**config.mk**
```make
export PLATFORM = sky130hd
export DESIGN_NAME = exu_wb_arb
export DESIGN_NICKNAME = d
export VERILOG_FILES = /design/src/rtl/exu_wb_arb.sv
export SDC_FILE = /design/constraint.sdc
export NUM_CORES = 1
export LEC_CHECK = 0
export ABC_CLOCK_PERIOD_IN_PS = 9440
export CORE_ASPECT_RATIO = 1.1
export CORE_MARGIN = 2
export CORE_UTILIZATION = 40
export CTS_CLUSTER_DIAMETER = 100
export DETAILED_ROUTE_END_ITERATION = 8
export HOLD_SLACK_MARGIN = 0.15
export PLACE_DENSITY = 0.7
export REMOVE_ABC_BUFFERS = 1
export SLEW_MARGIN = 20
export SYNTH_ARGS = -nofsm -noshare
export SYNTH_HDL_FRONTEND = slang
export SYNTH_SLANG_ARGS = --single-unit
export TNS_END_PERCENT = 5
```
**constraint.sdc**
```tcl
create_clock -name clk -period 9.44 [get_ports clk]
set_clock_uncertainty 0.15 [all_clocks]
set_input_delay 1.416 -clock clk [delete_from_list [all_inputs] [get_ports clk]]
set_output_delay 1.416 -clock clk [all_outputs]
set_load 0.005 [all_outputs]
```
**src/rtl/exu_wb_arb.sv**
```systemverilog
// exu_wb_arb: EXU writeback arbiter. Buffers ALU/MUL/DIV/LSU results in small
// per-source FIFOs and grants one per cycle (LSU > DIV > MUL > ALU) to a single
// registered regfile write port that also feeds IDU1 forwarding.
// Optional feature: define EXU_WB_TAG_EN to carry an instr_tag with each result.
module exu_wb_arb #(
  parameter int unsigned XLEN  = 32,
  parameter int unsigned DEPTH = 2
`ifdef EXU_WB_TAG_EN
  , parameter int unsigned TAG_WIDTH = 8
`endif
) (
  input  logic            clk,
  input  logic            rst_n,
  input  logic            alu_wb_valid,
  input  logic [4:0]      alu_wb_rd_addr,
  input  logic [XLEN-1:0] alu_wb_data,
  output logic            alu_wb_ready,
  input  logic            mul_wb_valid,
  input  logic [4:0]      mul_wb_rd_addr,
  input  logic [XLEN-1:0] mul_wb_data,
  output logic            mul_wb_ready,
  input  logic            div_wb_valid,
  input  logic [4:0]      div_wb_rd_addr,
  input  logic [XLEN-1:0] div_wb_data,
  output logic            div_wb_ready,
  input  logic            lsu_wb_valid,
  input  logic [4:0]      lsu_wb_rd_addr,
  input  logic [XLEN-1:0] lsu_wb_data,
  output logic            lsu_wb_ready,
  output logic [XLEN-1:0] exu_wb_data,
  output logic [4:0]      exu_wb_rd_addr,
  output logic            exu_wb_rd_wr_en,
  output logic            exu_wb_busy
`ifdef EXU_WB_TAG_EN
  , input  logic [TAG_WIDTH-1:0] alu_wb_instr_tag,
  input  logic [TAG_WIDTH-1:0]   mul_wb_instr_tag,
  input  logic [TAG_WIDTH-1:0]   div_wb_instr_tag,
  input  logic [TAG_WIDTH-1:0]   lsu_wb_instr_tag,
  output logic [TAG_WIDTH-1:0]   exu_wb_instr_tag
`endif
);

  localparam int unsigned NumSrc = 4;
  localparam int unsigned PtrW   = $clog2(DEPTH);
  localparam int unsigned CntW   = PtrW + 1;
`ifdef EXU_WB_TAG_EN
  localparam int unsigned EntW   = TAG_WIDTH + 5 + XLEN;
`else
  localparam int unsigned EntW   = 5 + XLEN;
`endif

  // Source index: 0=ALU, 1=MUL, 2=DIV, 3=LSU (higher index wins).
  logic [NumSrc-1:0] in_valid, ready, has_head, cand_valid, grant, push, pop;
  logic [EntW-1:0]   in_ent   [NumSrc];
  logic [EntW-1:0]   cand_ent [NumSrc];
  logic [EntW-1:0]   win_ent;
  logic [4:0]        win_rd;
  logic [XLEN-1:0]   win_data;

  logic [EntW-1:0]   mem_q  [NumSrc][DEPTH];
  logic [PtrW-1:0]   rptr_q [NumSrc];
  logic [PtrW-1:0]   wptr_q [NumSrc];
  logic [CntW-1:0]   cnt_q  [NumSrc];

  assign in_valid = {lsu_wb_valid, div_wb_valid, mul_wb_valid, alu_wb_valid};
`ifdef EXU_WB_TAG_EN
  assign in_ent[0] = {alu_wb_instr_tag, alu_wb_rd_addr, alu_wb_data};
  assign in_ent[1] = {mul_wb_instr_tag, mul_wb_rd_addr, mul_wb_data};
  assign in_ent[2] = {div_wb_instr_tag, div_wb_rd_addr, div_wb_data};
  assign in_ent[3] = {lsu_wb_instr_tag, lsu_wb_rd_addr, lsu_wb_data};
`else
  assign in_ent[0] = {alu_wb_rd_addr, alu_wb_data};
  assign in_ent[1] = {mul_wb_rd_addr, mul_wb_data};
  assign in_ent[2] = {div_wb_rd_addr, div_wb_data};
  assign in_ent[3] = {lsu_wb_rd_addr, lsu_wb_data};
`endif

  // Per-source FIFO status and candidate: queued head first, else bypass of the input.
  always_comb begin
    ready      = '0;
    has_head   = '0;
    cand_valid = '0;
    for (int s = 0; s < NumSrc; s++) begin
      ready[s]      = (cnt_q[s] != CntW'(DEPTH));
      has_head[s]   = (cnt_q[s] != '0);
      cand_valid[s] = has_head[s] | in_valid[s];
      cand_ent[s]   = has_head[s] ? mem_q[s][rptr_q[s]] : in_ent[s];
    end
  end

  // Fixed-priority grant plus FIFO push/pop decisions.
  always_comb begin
    grant   = '0;
    win_ent = cand_ent[0];
    if (cand_valid[3]) begin
      grant[3] = 1'b1;
      win_ent  = cand_ent[3];
    end else if (cand_valid[2]) begin
      grant[2] = 1'b1;
      win_ent  = cand_ent[2];
    end else if (cand_valid[1]) begin
      grant[1] = 1'b1;
      win_ent  = cand_ent[1];
    end else if (cand_valid[0]) begin
      grant[0] = 1'b1;
    end
    push = '0;
    pop  = '0;
    for (int s = 0; s < NumSrc; s++) begin
      pop[s]  = grant[s] & has_head[s];
      // A granted bypass goes straight out and is never stored.
      push[s] = in_valid[s] & ready[s] & ~(grant[s] & ~has_head[s]);
    end
  end

  assign win_data = win_ent[XLEN-1:0];
  assign win_rd   = win_ent[XLEN+4:XLEN];

  // FIFO storage write; contents are don't-care until counted, so no reset.
  always_ff @(posedge clk) begin
    for (int s = 0; s < NumSrc; s++) begin
      if (push[s]) mem_q[s][wptr_q[s]] <= in_ent[s];
    end
  end

  // FIFO pointers and occupancy counts.
  always_ff @(posedge clk or negedge rst_n) begin
    if (!rst_n) begin
      for (int s = 0; s < NumSrc; s++) begin
        rptr_q[s] <= '0;
        wptr_q[s] <= '0;
        cnt_q[s]  <= '0;
      end
    end else begin
      for (int s = 0; s < NumSrc; s++) begin
        if (push[s]) wptr_q[s] <= wptr_q[s] + PtrW'(1);
        if (pop[s])  rptr_q[s] <= rptr_q[s] + PtrW'(1);
        cnt_q[s] <= cnt_q[s] + CntW'(push[s]) - CntW'(pop[s]);
      end
    end
  end

  // Registered write port; data/addr hold when idle, x0 writes never enable.
  always_ff @(posedge clk or negedge rst_n) begin
    if (!rst_n) begin
      exu_wb_data      <= '0;
      exu_wb_rd_addr   <= '0;
      exu_wb_rd_wr_en  <= 1'b0;
`ifdef EXU_WB_TAG_EN
      exu_wb_instr_tag <= '0;
`endif
    end else if (|grant) begin
      exu_wb_data      <= win_data;
      exu_wb_rd_addr   <= win_rd;
      exu_wb_rd_wr_en  <= (win_rd != 5'd0);
`ifdef EXU_WB_TAG_EN
      exu_wb_instr_tag <= win_ent[EntW-1 -: TAG_WIDTH];
`endif
    end else begin
      exu_wb_rd_wr_en  <= 1'b0;
    end
  end

  assign exu_wb_busy  = |has_head;
  assign alu_wb_ready = ready[0];
  assign mul_wb_ready = ready[1];
  assign div_wb_ready = ready[2];
  assign lsu_wb_ready = ready[3];

endmodule
```
## Yosys cells after proc, flatten, opt, wreduce, memory -nomap -nowiden

Memories as Yosys holds them, arrays and structs flattened.
Index checks and enable logic that the tools add are counted.

- Reduce and logical (&&, ||, !) cells: 11
- Magnitude comparators: 12
- Bitwise operators: 36
- Mux-type cells: 43
- $add $sub $neg: 16
- Equal/unequal tests: 4

Operator list:

| cell | number |
|---|---|
| 37-bit two-way mux | 23 |
| 74-bit two-way mux | 4 |
| 37-bit demux with 1-bit select | 4 |
| 1-bit bitwise AND | 16 |
| 2-bit greater-or-equal comparator, second input constant | 8 |
| 1-bit inverter with 2-bit output | 8 |
| 1-bit two-way mux | 10 |
| 1-bit adder, second input constant | 8 |
| 2-bit by 1-bit adder with 2-bit output | 4 |
| 2-bit by 1-bit < comparator with 1-bit output, second input constant | 4 |
| 2-bit inequality test, second input constant | 4 |
| 1-bit inverter | 8 |
| 2-bit nonzero test | 4 |
| 4-bit OR reduction | 2 |
| 2-bit by 1-bit subtractor with 2-bit output | 4 |
| 5-bit nonzero test | 1 |
| 1-bit logical AND | 4 |
| 1-bit OR | 4 |
| 3-bit two-way mux | 1 |
| 2-bit two-way mux | 1 |

- Bits in writable memories: 296
- Output and inout port bits: 43
- Logic and storage cells: 138
- Bits of input ports: 154
- Flip-flop bits (word level): 54
- Memories: 1

Memories:

| name | words | width | rd ports | clocked after Yosys merged registers in | wr ports | RTL line | source |
|---|---|---|---|---|---|---|---|
| mem_q | 4 | 74 | 4 | 0 | 4 | 60 | `logic [EntW-1:0] mem_q [NumSrc][DEPTH];` |

## Depth between registers and ports, before layout

Gate-level depths: netlist (run 1).

- Word-level depth: 11
- Depth in mapped cells: 10
- Depth with buffers taken out: 8

## Worst setup path before layout (run 1)

OpenSTA, ideal clock, no wires.

- Path type: input to register
- Start point: input lsu_wb_valid
- End point: memory mem_q[3][37] in the netlist's numbering, enable pin
- Data required time: 8.859 ns
- Library setup time: 0.431 ns
- Arrival: 3.676 ns
- Slack: 5.183 ns
- Stages on the path: 4
- Cells stage by stage: clkbuf_1 clkbuf_1 nand2_1 nor2_1

RTL lines:

| item | RTL line | source |
|---|---|---|
| start: declaration | 26 | `input logic lsu_wb_valid,` |
| end: declaration | 60 |  |

## Worst setup path after layout (run 1)

- Start point: register cnt_q[3] in the netlist's numbering
- End point: output exu_wb_busy

- Word-level cells in the longest chain between the ends: 2

Ends and longest elaborated chain:

| item | RTL line | source |
|---|---|---|
| start: declaration | 63 | `logic [CntW-1:0] cnt_q [NumSrc];` |
| start signal: indexed assignment | 138 | `cnt_q[s] <= cnt_q[s] + CntW'(push[s]) - CntW'(pop[s]);` |
| 2-bit nonzero test | 85 | `has_head[s] = (cnt_q[s] != '0);` |
| 4-bit OR reduction | 164 | `assign exu_wb_busy = \|has_head;` |
| end: declaration | 33 | `output logic exu_wb_busy` |

No other way between the ends.

==> results of run 1 <==
-- worst paths after layout --
path	from	end	slack, ns	cells past startpoint
setup / recovery	cnt_q[3]	exu_wb_busy	5.19	4
hold reg to reg	exu_wb_rd_addr[0]	exu_wb_rd_addr[0]	0.39	1
setup reg to reg	cnt_q[3]	exu_wb_data[20]	5.77	9
max in group asynchronous	rst_n	rptr_q[3]	7.63	2
hold / removal	exu_wb_rd_addr[0]	exu_wb_rd_addr[0]	0.39	1
min in group asynchronous	rst_n	rptr_q[1]	0.89	2
-- Yosys cell counts (all sizes together) --
cell	count	area share, %
clkbuf	52	1.3
ha	5	0.42
dfrtp	54	9.1
or3	2	0.084
and2	2	0.084
a211oi	41	2.1
buf	27	0.98
inv	8	0.20
nor2	151	3.8
edfxtp	296	60
o211ai	37	1.9
xnor2	11	0.65
nand2	72	1.8
a31oi	37	1.6
a311oi	32	1.9
nor4	1	0.14
nand2b	1	0.042
xor2	4	0.24
nor3	5	0.17
or2	4	0.17
mux2i	148	10
and3	3	0.13
mux2	5	0.43
or4	2	0.10
a21oi	44	1.5
o21ai	41	1.4
o21a	1	0.051
-- flip-flops by register name (all words and copies together), names as in the netlist --
register,count
exu_wb_data,32
wptr_q,4
rptr_q,4
mem_q,296
exu_wb_rd_addr,5
cnt_q,8
exu_wb_rd_wr_en,1
-- routing by layer --
layer  up-vias  global-route usage (%)
li1       4481                       -
met1      4608                    24.0
met2       287                    31.2
met3        74                    3.53
met4         6                    7.85
met5         -                       0
-- metrics by stage --
stage / util [%] / power (W) / cells / instance area (sq um) / worst slack [ns]
after detailed placement: 46.8 / 0.00364 / 1712 / 17300 / 4.87
after CTS: 50.2 / 0.00511 / 1778 / 18500 / 5.14
final: 50.4 / 0.00508 / 1783 / 18600 / 5.19
after global placement: 46.8 / 0.00361 / 1712 / 17300 / 4.91
after floorplan: - / 0.00306 / 1007 / 14500 / 4.90
after global routing: 50.4 / 0.00533 / 1782 / 18600 / 5.07
-- cells by family (layout without fill, tap and decap cells) --
logic type | after synthesis | after routing | synth area share, %
simple gates | 243 | 243 | 6.55
fa+ha+maj | 5 | 5 | 0.421
compound gates | 233 | 233 | 10.3
other cells | 0 | 2 | 0
flops | 350 | 350 | 68.9
buf+inv | 87 | 288 | 2.50
mux | 153 | 153 | 10.4
xor+xnor | 15 | 15 | 0.884
-- cell type report --
class / instances / share of cell area, %
antenna: 2 / 0.0270
clock buffer: 46 / 5.28
clock inverter: 20 / 1.28
inverter: 8 / 0.162
multi-input combinational: 649 / 23.2
sequential: 350 / 55.2
tap: 494 / 3.33
timing repair buffer: 214 / 11.5
-- worst reg2reg max path, cell delays in order, from the launching register on --
cell and delay [ns]:
dfrtp_1 0.43, or2_2 0.29, buf_4 0.36, nor4_4 0.34, buf_4 0.45, nand2_1 0.12
or3_2 0.78, buf_4 0.41, nor2_1 0.14, a31oi_1 0.05
-- where the power goes --
part / internal [W] / switching, W
combinational: 0.000610 / 0.000777
sequential: 0.00203 / 0.000206
clock: 0.000876 / 0.000583
total: 0.00351 / 0.00157
==> summary.md, run 1 <==
| Metric | Value |
|---|---|
| Core Area | `36900 sq um` |
| Drt first pass iters | `7` |
| Initial antenna violation count | `5` |
| Clk slew on worst S/H paths | `around 0.060 ns` |
| Top Ports | `approximately 200` |
| WHS | `between 0.3 and 0.4 ns` |
| Yosys Warn Count | `0` |
| Power per cell area | `~270 nW/um^2` |
| Final ANT Viol Nets | `0` |
| Die width | `between 150 and 200 um` |
| Reg area | `around 10000 sq um` |
| Critical Path Source Type | `flop` |
| Post-CTS sizing | `0` |
| Critical path's top delay family | `simple AND/OR/NAND/NOR gates` |
| Setup tns final | `0 ns` |
| Kind of critical path | `reg -> out` |
| Synthesized area per cell | `~14 sq um` |
| Number of I/O port buffers | `196` |
| Clk Tree Root Cell | `clkbuf_16` |
| Fillers | `about 3200` |
| Unrepaired setup endpoints after global routing | `false` |
| Rel. slew slack | `34.2%` |
| Row count | `between 70 and 80` |
| Post-DP HPWL | `24100 um` |
| Largest net degree at the start of global routing | `76` |
| Initial Util | `around two fifths` |
| DRC violations left | `0` |
| Layout overhead on the synthesized area | `24.9%` |
| CP bufs+invs | `2` |
| Mapped Area | `~15000 sq um` |
| Share of cells above drive strength 1 | `under 10%` |
| Post-CTS Hold Buffers | `0` |
| WL final | `between 30000 and 40000 um` |
| H-Tree Depth | `2` |
| Die outline area | `~39000 sq um` |
| Setup bufs post-CTS | `0` |
| GRT Total Usage | `a little under a fifth` |
| CP max stage cell | `or4_1` |
| Max FO, Critical Path | `67` |
| Hold Path Class | `reg -> reg` |
| Routed wire per std cell | `20.4 um` |
| Cells after synthesis | `1086` |
| Top sig layer | `met5` |
| Clk sinks | `350` |
| Worst-Margin Slew | `about 0.99 ns` |
| Worst setup EP type | `output port` |
| Maximum VDD drop | `146 uV` |
| WL met1 | `15100 um` |
| Register area share after synthesis | `roughly 70%` |
| First-pass GRT wire length | `about 55000 um` |
| Crit path time final | `roughly 4.3 ns` |
| Max Cap Viol | `0` |
| Commonest non-fill, non-tap cell in the layout | `edfxtp_1` |
| Iteration-0 DRC Markers | `around 730` |
| Worst path cell trace | `or2_2 -> buf_4 -> or4_1 -> clkdlybuf4s50_1` |
| Vias in the first global route | `between 9000 and 10000` |
| Final hold viol count | `0` |
| Met3 wire len | `2130 um` |
| Final GP Congestion | `0.850` |
| Net count, final | `1418` |
| Distinct cell type count after synthesis | `34` |
| Status | `completed` |
| Leakage power | `around 6.6 nW` |
| FMAX | `roughly 240 MHz` |
| Yosys reg bits | `between 300 and 400` |
| Vias per cell | `roughly 5.3` |
| Data required time of the worst path | `about 7.9 ns` |
| Final setup viols | `0` |
| Most frequent cells in the layout | `296 x edfxtp_1, 193 x clkdlybuf4s50_1, 148 x mux2i_1` |
| Multi-input gate area | `~4300 sq um` |
| GR Overflow Total | `0` |
| Critical Path AT | `roughly 2.7 ns` |
| Slowest stage delay, CP | `0.61 ns` |
| Final period util | `between 40% and 50%` |
| Via count | `9456` |
| TritonCTS clock tree | `built` |
| Chip height | `approximately 210 um` |
| Clock insertion delay at the later pin of the skew report | `about 0.52 ns` |
| Total CTS buffers | `36` |
| Fin. max-slew vios | `0` |
| Clk buf depth | `3` |
| Met2 wire length | `about 18000 um` |
Note: power is estimated with default switching activity, not from simulation.
==> run 2: changes to the inputs <==
--- a/config.mk
+++ b/config.mk
@@ -5,7 +5,7 @@
 export SDC_FILE = /design/constraint.sdc
 export NUM_CORES = 1
 export LEC_CHECK = 0
-export ABC_CLOCK_PERIOD_IN_PS = 9440
+export ABC_CLOCK_PERIOD_IN_PS = 4300
 export CORE_ASPECT_RATIO = 1.1
 export CORE_MARGIN = 2
 export CORE_UTILIZATION = 40
==> constraint.sdc (replaced) <==
create_clock -name clk -period 4.3 [get_ports clk]
set_clock_uncertainty 0.15 [all_clocks]
set_input_delay 0.645 -clock clk [delete_from_list [all_inputs] [get_ports clk]]
set_output_delay 0.645 -clock clk [all_outputs]
set_load 0.005 [all_outputs]
==> summary.md, run 2 (same netlist as run 1, synthesis figures left out) <==
| Metric | Value |
|---|---|
| Place WS | `0.833 ns` |
| Fillers | `between 3000 and 4000` |
| Post-CTS Hold Buffers | `0` |
| Die width | `around 190 um` |
| FMAX | `300 MHz` |
| Number of I/O port buffers | `196` |
| Power per cell area | `between 500 and 600 nW/um^2` |
| Vias per cell | `about 5.2` |
| Fin. max-slew vios | `0` |
| Maximum VDD drop | `approximately 290 uV` |
| Drt first pass iters | `5` |
| FF-to-FF Start | `cnt_q[2]` |
| Routed wire per std cell | `20.4 um` |
| Die outline area | `between 30000 and 40000 sq um` |
| Final setup viols | `0` |
| Critical Path AT | `2.53 ns` |
| Comb pwr share | `28.0%` |
| Chip height | `about 210 um` |
| WHS | `around 0.14 ns` |
| Post-DP HPWL | `roughly 25000 um` |
| Clk slew on worst S/H paths | `about 0.060 ns` |
| First-pass GRT wire length | `54600 um` |
| Initial Util | `approximately 40%` |
| Largest register FFs | `~300` |
| Final hold viol count | `0` |
| Final GP Congestion | `a little under 0.9` |
| Met2 global-route usage | `a little under a third` |
| Finished Layout Cells | `1785` |
| Worst setup EP type | `output port` |
| GR Overflow Total | `0` |
| Dpl cells | `~1700` |
| Data required time of the worst path | `between 3 and 4 ns` |
| Critical Path Source Type | `flop` |
| Sw Share | `between 30% and 40%` |
| Clk Tree Root Cell | `clkbuf_16` |
| Top Ports | `slightly below 200` |
| Row count | `74` |
| Net count, final | `about 1400` |
| Kind of critical path | `reg -> out` |
| Fin worst setup slack | `roughly 0.97 ns` |
| Most frequent cells in the layout | `296 x edfxtp_1, 193 x clkdlybuf4s50_1, 148 x mux2i_1` |
| Clk sinks | `350` |
| Setup bufs post-CTS | `0` |
| Clock insertion delay at the later pin of the skew report | `about 0.52 ns` |
| Core Area | `about 37000 sq um` |
| H-Tree Depth | `2` |
| Final ANT Viol Nets | `0` |
| Unrepaired setup endpoints after global routing | `false` |
| Final Util | `between 50% and 60%` |
| Hold Path Class | `in -> async` |
| Int Pwr | `0.00753 W` |
| Clk buf depth | `3` |
| Max Cap Viol | `0` |
| Max FO, Critical Path | `17` |
| Layout overhead on the synthesized area | `24.2%` |
| Met3 GRT Util | `4.42%` |
| Crit path time final | `roughly 3.3 ns` |
| Clk pwr share | `about 27%` |
| Sequential Power Share | `between 40% and 50%` |
| Status | `completed` |
| Iteration-0 DRC Markers | `656` |
| Via count | `just over 9000` |
| Initial antenna violation count | `5` |
| Largest net degree at the start of global routing | `71` |
| Final period util | `77.4%` |
| Worst-Margin Slew | `around 1 ns` |
| Leakage power | `approximately 6.6 nW` |
| Busiest grt layer | `met2` |
| Met1 Use GR | `between 20% and 30%` |
| Final total power | `0.0109 W` |
| CP startpoint | `cnt_q[5]` |
| Commonest non-fill, non-tap cell in the layout | `edfxtp_1` |
| WL final | `36500 um` |
| Switching power | `0.00338 W` |
| DRC violations left | `0` |
| TritonCTS clock tree | `built` |
| Share of cells above drive strength 1 | `7.93%` |
| GRT Total Usage | `around a fifth` |
| Post-CTS sizing | `0` |
| Rel. slew slack | `around 32%` |
| Total CTS buffers | `35` |
| Vias in the first global route | `slightly above 9000` |
[run 2: cell count changes in the layout (fill, tap and decap cells not counted), moves of 2 or more]
cell        previous run  this run
buf_4                 15        20
clkbuf_8               2         7
bufinv_16              5         1
clkinv_1               5         2
diode_2                2         5
buf_16                 2         0
clkinvlp_4             0         2
inv_6                  2         0
[run 2: path summary, 6_finish.rpt]
path | endpoint | slack [ns] | cells past startpoint
setup / recovery | exu_wb_busy | 0.97 | 3
hold / removal | exu_wb_data[31] | 0.14 | 2
setup reg to reg | mem_q[0][61] | 1.35 | 7
hold reg to reg | cnt_q[3] | 0.39 | 1
max in group asynchronous | rptr_q[2] | 3.31 | 2
min in group clk | cnt_q[3] | 0.39 | 1
[run 2: cell type report]
type	instances	area [sq um]	share of cell area, %
sequential	350	10200	55.5
multi-input combinational	649	4320	23.4
timing repair buffer	216	2100	11.4
clock buffer	52	1050	5.70
tap	494	618	3.35
clock inverter	11	82.6	0.448
inverter	8	30.0	0.163
antenna	5	12.5	0.0678
[run 2: power by group through the flow]
stage	registers, W	logic (W)	clock network, W
floorplan	0.00496	0.00176	0
global route	0.00494	0.00335	0.00316
global placement	0.00492	0.00301	0
CTS	0.00488	0.00309	0.00303
detailed placement	0.00495	0.00307	0
finish	0.00488	0.00305	0.00298
[run 2: worst max-delay path, cell delays in order, from the launching register on]
cell,delay (ns)
dfrtp_1,0.48
or2_2,0.48
or4_1,0.59
clkdlybuf4s50_1,0.47
[run 2: through the flow]
step,TNS (ns),instance area [sq um]
2_1_floorplan,-24.26,14500
3_3_place_gp,0,17300
3_5_place_dp,0,17300
4_1_cts,0,18400
5_1_grt,0,18400
6_report,0,18500
[run 2: per-layer routing]
layer  share of wire [%]  up-vias
li1                    -     4468
met1                  43     4472
met2                  48      258
met3                 6.6       48
met4                 2.2        2
met5               0.044        -
==> run 3: changes to the inputs <==
--- a/config.mk
+++ b/config.mk
@@ -5,14 +5,14 @@
 export SDC_FILE = /design/constraint.sdc
 export NUM_CORES = 1
 export LEC_CHECK = 0
-export ABC_CLOCK_PERIOD_IN_PS = 4300
+export ABC_CLOCK_PERIOD_IN_PS = 2700
 export CORE_ASPECT_RATIO = 1.1
 export CORE_MARGIN = 2
 export CORE_UTILIZATION = 40
 export CTS_CLUSTER_DIAMETER = 100
 export DETAILED_ROUTE_END_ITERATION = 8
 export HOLD_SLACK_MARGIN = 0.15
-export PLACE_DENSITY = 0.7
+export PLACE_DENSITY = 0.72
 export REMOVE_ABC_BUFFERS = 1
 export SLEW_MARGIN = 20
 export SYNTH_ARGS = -nofsm -noshare
==> constraint.sdc (replaced) <==
create_clock -name clk -period 2.7 [get_ports clk]
set_clock_uncertainty 0.15 [all_clocks]
set_input_delay 0.405 -clock clk [delete_from_list [all_inputs] [get_ports clk]]
set_output_delay 0.405 -clock clk [all_outputs]
set_load 0.005 [all_outputs]
==> summary.md, run 3 (same netlist as run 1, synthesis figures left out) <==
| Metric | Value |
|---|---|
| H-Tree Depth | `2` |
| Die width | `roughly 190 um` |
| Rel. slew slack | `a little over two fifths` |
| Power per cell area | `between 900 and 1000 nW/um^2` |
| Share of cells above drive strength 1 | `about a tenth` |
| Switching power | `0.00544 W` |
| Largest net degree at the start of global routing | `66` |
| Maximum VDD drop | `approximately 460 uV` |
| Most frequent cells in the layout | `296 x edfxtp_1, 192 x clkdlybuf4s50_1, 148 x mux2i_1` |
| Unrepaired setup endpoints after global routing | `false` |
| Clk sinks | `350` |
| Iteration-0 DRC Markers | `between 500 and 600` |
| GR Overflow Total | `0` |
| Post-DP HPWL | `around 26000 um` |
| Crit path time final | `2.61 ns` |
| Chip height | `roughly 210 um` |
| Initial Util | `between 40% and 50%` |
| Final hold viol count | `0` |
| FMAX | `roughly 380 MHz` |
| Placed instance area | `about 18000 sq um` |
| Final period util | `a little over nine tenths` |
| Clk pwr share | `27.1%` |
| Largest register FFs | `approximately 300` |
| Sequential Power Share | `42.6%` |
| Clk Tree Root Cell | `clkbuf_16` |
| Max FO, Critical Path | `3` |
| Kind of critical path | `reg -> out` |
| Final setup viols | `0` |
| GRT Total Usage | `a little under a fifth` |
| Via count | `roughly 9500` |
| Vias per cell | `about 5.2` |
| Core Area | `between 30000 and 40000 sq um` |
| Register-to-Register Path Depth | `7` |
| Worst setup EP type | `output port` |
| Sw Share | `just over 30%` |
| Fin. max-slew vios | `0` |
| Top Ports | `roughly 200` |
| Die outline area | `roughly 39000 sq um` |
| Routed wire per std cell | `between 20 and 25 um` |
| First-pass GRT wire length | `roughly 55000 um` |
| TritonCTS clock tree | `built` |
| Hold Path Class | `in -> reg` |
| WL final | `between 30000 and 40000 um` |
| Int Pwr | `0.0123 W` |
| Number of I/O port buffers | `a little under 200` |
| Initial antenna violation count | `4` |
| Total CTS buffers | `37` |
| Row count | `74` |
| Clock insertion delay at the later pin of the skew report | `0.52 ns` |
| Hold Path Depth | `1` |
| Max Cap Viol | `0` |
| Critical Path AT | `between 2 and 2.5 ns` |
| Leakage power | `just under 7 nW` |
| Net count, final | `between 1000 and 1500` |
| Clk slew on worst S/H paths | `roughly 0.06 ns` |
| Clk buf depth | `3` |
| Critical Path Source Type | `flop` |
| Comb pwr share | `30.3%` |
| Status | `completed` |
| Setup tns final | `0 ns` |
| Worst-Margin Slew | `0.845 ns` |
| Drt first pass iters | `5` |
| Commonest non-fill, non-tap cell in the layout | `edfxtp_1` |
| Final ANT Viol Nets | `0` |
| DRC violations left | `0` |
| Vias in the first global route | `around 9400` |
| Finished Cell Area | `18800 sq um` |
| Data required time of the worst path | `roughly 2.1 ns` |
| Layout overhead on the synthesized area | `26.7%` |
| Final GP Congestion | `approximately 0.85` |
==> run 3: power groups by stage <==
stage          clock network [W]  registers [W]  logic (W)
5_1_grt                  0.00511        0.00767    0.00587
6_report                 0.00481        0.00756    0.00538
3_5_place_dp                   0        0.00770    0.00535
4_1_cts                  0.00490        0.00757    0.00545
2_1_floorplan                  0        0.00790    0.00280
3_3_place_gp                   0        0.00766    0.00520
==> run 3: worst max-delay path: stages, from the launching register on <==
cell           delay, ns
dfrtp_2             0.41
or2_2               0.32
or4_1               0.53
dlygate4sd2_1       0.28
==> run 3: what timing repair did <==
item	in CTS	in global routing
endpoints found under the hold margin	54	0
gates resized for setup	7	0
buffers inserted	2	0
hold buffers	1	0
endpoints found under the setup margin	1	0
==> run 3: routing by layer <==
layer | part of all wire, % | routed length [um] | GRT usage (%) | vias up
met5 | 0.044 | 16 | 0 | -
met4 | 3.2 | 1160 | 7.09 | 2
met3 | 8.3 | 3040 | 5.04 | 57
met2 | 49 | 17800 | 31.5 | 305
met1 | 40 | 14500 | 22.9 | 4614
li1 | - | - | - | 4527
==> run 3: path summary, 6_finish.rpt <==
check	slack (ns)	startpoint	to
max in group asynchronous	1.32	rst_n	rptr_q[0]
min reg2reg	0.38	exu_wb_rd_addr[0]	exu_wb_rd_addr[0]
max reg2reg	0.15	cnt_q[3]	exu_wb_data[9]
min in group asynchronous	0.43	rst_n	cnt_q[3]
min	0.35	mul_wb_data[31]	mem_q[1][31]
max	0.09	cnt_q[4]	exu_wb_busy
==> run 3: area by class of cell <==
cell class / count / area [sq um]
Fill cell: 3148 / 18000
Sequential cell: 350 / 10200
Multi-Input combinational cell: 649 / 4320
Timing Repair Buffer: 246 / 2460
Clock buffer: 52 / 1030
Tap cell: 494 / 618
Clock inverter: 12 / 111
Inverter: 8 / 30.0
Antenna cell: 3 / 7.51
==> run 3: stage by stage <==
stage | power (W) | setup WS (ns) | utilization [%] | cells | hold WS, ns
global placement | 0.0129 | -0.354 | 47.8 | 1742 | 0.370
floorplan | 0.0107 | -1.84 | - | 1007 | -0.0406
global route | 0.0186 | 0.0220 | 51.1 | 1814 | 0.336
CTS | 0.0179 | 0.0659 | 51.1 | 1811 | 0.330
finish | 0.0178 | 0.0941 | 51.1 | 1814 | 0.345
detailed placement | 0.0130 | -0.197 | 47.9 | 1744 | 0.368
